## src/rtl/sign_mag_pkg.sv

```systemverilog
// Shared types for the sign_mag_pipe slice: per-word mode, stage payload and
// saturation limit helper.
package sign_mag_pkg;

  // Widest data path any instance may use; stage payloads carry this many bits.
  localparam int unsigned SM_MAX_W = 64;

  typedef enum logic {
    MODE_2C_TO_SM = 1'b0,
    MODE_SM_TO_2C = 1'b1
  } mode_e;

  typedef struct packed {
    mode_e                 mode;
    logic                  sign;
    logic [SM_MAX_W-1:0]   data;
    logic                  sat_en;
  } sm_word_t;

  typedef struct packed {
    logic [SM_MAX_W-1:0] smax;
    logic [SM_MAX_W-1:0] smin;
  } sm_limits_t;

  // Most positive (011..1) and most negative (100..0) patterns for a width.
  function automatic sm_limits_t sm_sat_limits(input int unsigned width);
    sm_limits_t l;
    l.smin = SM_MAX_W'(1) << (width - 1);
    l.smax = l.smin - SM_MAX_W'(1);
    return l;
  endfunction

endpackage

```

## src/rtl/sign_mag_core.sv

```systemverilog
// Combinational sign-magnitude <-> two's-complement conversion of one stage
// payload word.
module sign_mag_core
  import sign_mag_pkg::*;
#(
  parameter int unsigned WIDTH = 6
) (
  input  sm_word_t         w,
  output logic             sign,
  output logic [WIDTH-1:0] data,
  output logic             ovf,
  output logic             negzero
);

  localparam sm_limits_t LIM = sm_sat_limits(WIDTH);

  logic [WIDTH-1:0] d;
  logic [WIDTH-1:0] neg_d;
  logic             unused_bits;

  assign d           = w.data[WIDTH-1:0];
  assign neg_d       = -d;
  assign unused_bits = ^{w.data, LIM.smax, LIM.smin};

  always_comb begin
    sign    = 1'b0;
    data    = '0;
    ovf     = 1'b0;
    negzero = 1'b0;
    if (w.mode == MODE_2C_TO_SM) begin
      sign = d[WIDTH-1];
      data = sign ? neg_d : d;
    end else begin
      // Negative side reaches one further: -L is representable, +L is not.
      ovf     = w.sign ? (d[WIDTH-1] && (d[WIDTH-2:0] != '0)) : d[WIDTH-1];
      negzero = w.sign && (d == '0);
      if (ovf && w.sat_en)
        data = w.sign ? LIM.smin[WIDTH-1:0] : LIM.smax[WIDTH-1:0];
      else
        data = w.sign ? neg_d : d;
      sign = data[WIDTH-1];
    end
  end

endmodule

```

## src/rtl/sign_mag_pipe.sv

```systemverilog
// Two-stage valid/ready sign-magnitude / two's-complement converter.
// Optional output statistics counters when SIGN_MAG_PIPE_STATS_EN is defined.
module sign_mag_pipe
  import sign_mag_pkg::*;
#(
  parameter int unsigned WIDTH          = 6,
  parameter bit          SAT_EN_DEFAULT = 1'b1
) (
  input  logic             clk,
  input  logic             reset,
  input  logic             sat_en,
  input  logic             in_valid,
  output logic             in_ready,
  input  logic             in_mode,
  input  logic             in_sign,
  input  logic [WIDTH-1:0] in_data,
  output logic             out_valid,
  input  logic             out_ready,
  output logic             out_mode,
  output logic             out_sign,
  output logic [WIDTH-1:0] out_data,
  output logic             out_ovf,
  output logic             out_negzero
`ifdef SIGN_MAG_PIPE_STATS_EN
  ,
  output logic [15:0]      neg_count,
  output logic [15:0]      ovf_count
`endif
);

  logic             v1;
  logic             v2;
  logic             adv2;
  sm_word_t         s1;
  logic             c_sign;
  logic [WIDTH-1:0] c_data;
  logic             c_ovf;
  logic             c_negzero;

  assign adv2      = !v2 || out_ready;
  assign in_ready  = !v1 || adv2;
  assign out_valid = v2;

  sign_mag_core #(.WIDTH(WIDTH)) u_core (
    .w       (s1),
    .sign    (c_sign),
    .data    (c_data),
    .ovf     (c_ovf),
    .negzero (c_negzero)
  );

  always_ff @(posedge clk) begin
    if (reset) begin
      v1          <= 1'b0;
      v2          <= 1'b0;
      s1.mode     <= MODE_2C_TO_SM;
      s1.sign     <= 1'b0;
      s1.data     <= '0;
      s1.sat_en   <= SAT_EN_DEFAULT;
      out_mode    <= 1'b0;
      out_sign    <= 1'b0;
      out_data    <= '0;
      out_ovf     <= 1'b0;
      out_negzero <= 1'b0;
    end else begin
      // in_ready implies stage 1 is either empty or moving on this edge.
      if (in_ready)
        v1 <= in_valid;
      if (in_valid && in_ready) begin
        s1.mode   <= mode_e'(in_mode);
        s1.sign   <= in_sign;
        s1.data   <= SM_MAX_W'(in_data);
        s1.sat_en <= sat_en;
      end
      if (adv2) begin
        v2 <= v1;
        if (v1) begin
          out_mode    <= s1.mode;
          out_sign    <= c_sign;
          out_data    <= c_data;
          out_ovf     <= c_ovf;
          out_negzero <= c_negzero;
        end
      end
    end
  end

`ifdef SIGN_MAG_PIPE_STATS_EN
  always_ff @(posedge clk) begin
    if (reset) begin
      neg_count <= '0;
      ovf_count <= '0;
    end else if (out_valid && out_ready) begin
      if (out_sign && (neg_count != '1))
        neg_count <= neg_count + 16'd1;
      if (out_ovf && (ovf_count != '1))
        ovf_count <= ovf_count + 16'd1;
    end
  end
`endif

endmodule

```

## config.mk

```make
export PLATFORM = sky130hd
export DESIGN_NAME = sign_mag_pipe
export DESIGN_NICKNAME = d
export VERILOG_FILES = /design/src/rtl/sign_mag_pkg.sv /design/src/rtl/sign_mag_core.sv /design/src/rtl/sign_mag_pipe.sv
export SDC_FILE = /design/constraint.sdc
export NUM_CORES = 1
export LEC_CHECK = 0
export CAP_MARGIN = 20
export CORE_MARGIN = 2
export CORE_UTILIZATION = 40
export CTS_CLUSTER_SIZE = 8
export DETAILED_ROUTE_END_ITERATION = 10
export DONT_BUFFER_PORTS = 1
export PLACE_DENSITY = 0.65
export SKIP_CTS_REPAIR_TIMING = 1
export SYNTH_ARGS = -nofsm -noshare
export SYNTH_HDL_FRONTEND = slang
export SYNTH_SLANG_ARGS = --single-unit
```

## constraint.sdc

```tcl
create_clock -name clk -period 1.82 [get_ports clk]
set_input_delay 0.091 -clock clk [delete_from_list [all_inputs] [get_ports clk]]
set_output_delay 0.091 -clock clk [all_outputs]
set_load 0.05 [all_outputs]
```

==> impl_results.md <==
* Arrival @ worst endpoint at 2.08 ns
* Worst reg2reg setup slack at -0.02 ns
* Vias in the first global route at 873
* WP data required at 2.06 ns
* Crit Path Class: reg2reg
* # IOs at 25
* Skew-Pair Late Insertion Delay at 0.30 ns
* FP Rows at 19
* Critical Path End Type: register
* Multiplexer share of the synthesized area at 3.62%
* R2R depth at 8
* Crit path launch type: register
* Layout cells sized above 1 at 15.5%
* Largest net degree at the start of global routing at 22
* HPWL Detailed at 1730 µm
* Syn_area_per_cell at 7.97 µm²
* Finished Layout Cells at 179
* Routed vias at 979
* Initial antenna violation count at 0
* Avg WL per Cell at 13.2 µm
* Register area at 422 µm²
* Status: finished with violations
* Routed Antenna Nets at 0
* Port Buf Inserts at 0
* Number of remaining DRC errors at 0
* Via/cell ratio at 5.47
* RSZ-0062 raised after global routing: true
* Maximum vdd drop at 0.000448 V
* Top cells by count, synth: 21 x dfxtp_1, 21 x nand2_1, 15 x a21oi_1
* Largest family of logic cells by synthesized area: simple AND/OR/NAND/NOR gates
* Synth Area in Compound Gates at 19.8%
* Dpl cells at 172
* CTS tree: done
* Slew headroom at 62.9%
* Max cap viols at 0
* Pwr per Cell Area at 732 nW/µm²
* Final setup viols at 1
* Hold_sp: reset
* Hold Path Sink: s1[1]
* TritonCTS Buffers at 3
* TritonRoute pass-1 iters at 4
* Synth cell types at 35
* Failing checks: hold timing, setup timing
* Synth area leaders: dfxtp_1 38%, nand2_1 7.1%, a21oi_1 6.8%
* GRT overflow at 0
* Final min period at 1.84 ns
* Die height at 56.6 µm
* Drt initial violations at 14
* Final Max Slew Viols at 0
* Yosys warns at 0
* ANT cells at 0
* XOR/XNOR share of the synthesized area at 1.58%
* Share of flip-flops with an asynchronous set or reset at 0%
* CTS sink cnt at 21
* Max frequency at 542 MHz
* Clk slew on worst S/H paths at 0.11 ns
* R2r endpoint: out_data[3]
* Setup ws final at -0.0238 ns
* Clock root buffer: clkbuf_4
* Worst clock skew at 0.00143 ns
* Final Hold Violating Endpoints at 19
* Placer Congestion at 0.877
* Crit-path max FO at 5
* Reg2reg start: s1[1]
* Simple-gate portion of the synthesized area at 25.4%
* Area of the die at 3210 µm²
* Clock tree buffer depth at 2
* Period Utilization, post-route at 101%
* Synthesized Nets at 155
* Worst-margin pin slew at 0.556 ns
* Hold depth at 1
* Worst hold path class: in2reg
* Dpl ws at -0.0657 ns
* Hold WS at -0.159 ns
* Wirelength, routed at 2360 µm
* First-pass GRT wire length at 3910 µm
* Clock H-tree levels at 1
* Final nets at 165
* Number of synthesized flops with an enable pin at 0
* Mapped cell area at 1110 µm²
* Cells after Synth at 139
* Synth Area in Adders at 3.39%
* Core area at 2690 µm²
* Yosys top cell by area: dfxtp_1
* Starting Density at 41.2%
* Main synth FF type: dfxtp_1
* Die width at 56.6 µm
* Multi-input gate area at 606 µm²
* P_leak at 0.471 nW
* #FFs+latches synth at 21
* GRT Util Overall at 15.2%
* Share of the synthesized area in the top cell type at 38.0%
* Area growth syn-to-layout at 13.3%
* Post-synthesis sequential area ratio at 38.0%
* Fillers at 273
## worst max-delay path, stage by stage (launching register included)
cell and delay, ns:
dfxtp_2 0.35, inv_1 0.05, ha_1 0.16, nor3b_2 0.23, ha_1 0.21, and3b_4 0.23, o31ai_2 0.25, o2111ai_1 0.15
a31oi_1 0.16
## kinds of logic after synthesis
family / Yosys count
adder cells (fa/ha/maj): 3
multiplexers: 4
AO/OA/AOI/OAI: 34
flip-flops: 21
buffers and inverters: 19
AND/OR/NAND/NOR: 56
XOR/XNOR: 2
## layout make-up
cell class / count / area share, %
clock buffers: 4 / 2.09
inverters: 7 / 2.09
multi-input cells: 99 / 48.3
flip-flops and latches: 21 / 33.6
well taps: 31 / 3.09
repair buffers: 17 / 10.9
## stage by stage
step	instance area, µm²	setup TNS [ns]	hold slack, ns	util, %	total power, mW
2_1_floorplan	1110	0	0.163	-	0.660
3_3_place_gp	1190	0	0.163	44.2	0.692
3_5_place_dp	1190	-0.155	0.164	44.2	0.696
4_1_cts	1210	-0.270	-0.173	45.1	0.923
5_1_grt	1250	-0.534	-0.190	46.7	0.974
6_report	1250	-0.0238	-0.159	46.7	0.919
## flip-flops by register name, summed over array words and instances, names as in the netlist
register     cells
out_data         6
v1               1
out_negzero      1
out_mode         1
out_sign         1
out_ovf          1
out_valid        1
s1               9
## where the power goes
group	total [mW]	leakage (nW)	switching, mW	internal [mW]
Clock	0.223	0.0150	0.137	0.0854
Sequential	0.519	0.173	0.0358	0.483
Combinational	0.177	0.284	0.0983	0.0791
## worst max-delay path by stage
stage | from | end | slack [ns] | depth (start not counted)
after detailed placement | s1[1] | out_data[3] | -0.07 | 8
after global routing | s1[1] | out_sign | -0.20 | 7
after floorplan | s1[2] | out_data[3] | 0.01 | 9
final | s1[1] | out_data[3] | -0.02 | 8
after global placement | s1[1] | out_data[5] | 0.003 | 7
after CTS | s1[1] | out_data[3] | -0.1 | 8
## cells in the final DEF, fill, tap and decap left out, types with 2 or more instances in the layout
cell type / count
a311oi_1: 3
nor2_1: 6
ha_1: 3
a31oi_1: 3
clkbuf_4: 3
nand2_1: 21
or3_1: 3
mux2i_1: 4
nand3b_1: 3
dlygate4sd3_1: 2
inv_1: 7
nand3_1: 10
nand2b_1: 3
a21oi_1: 15
buf_4: 14
o2111ai_1: 4
dfxtp_1: 20
o21ai_0: 4
nor2b_1: 2
## metal layers
metal  GRT usage, %  part of all wire [%]  vias up
met5              0                     0        -
met4           4.08                  0.59        0
met3           3.69                   5.0        2
met2           26.2                    47       19
met1           18.7                    47      451
li1               -                     -      507
No activity file was read; power rests on OpenSTA's default activity.
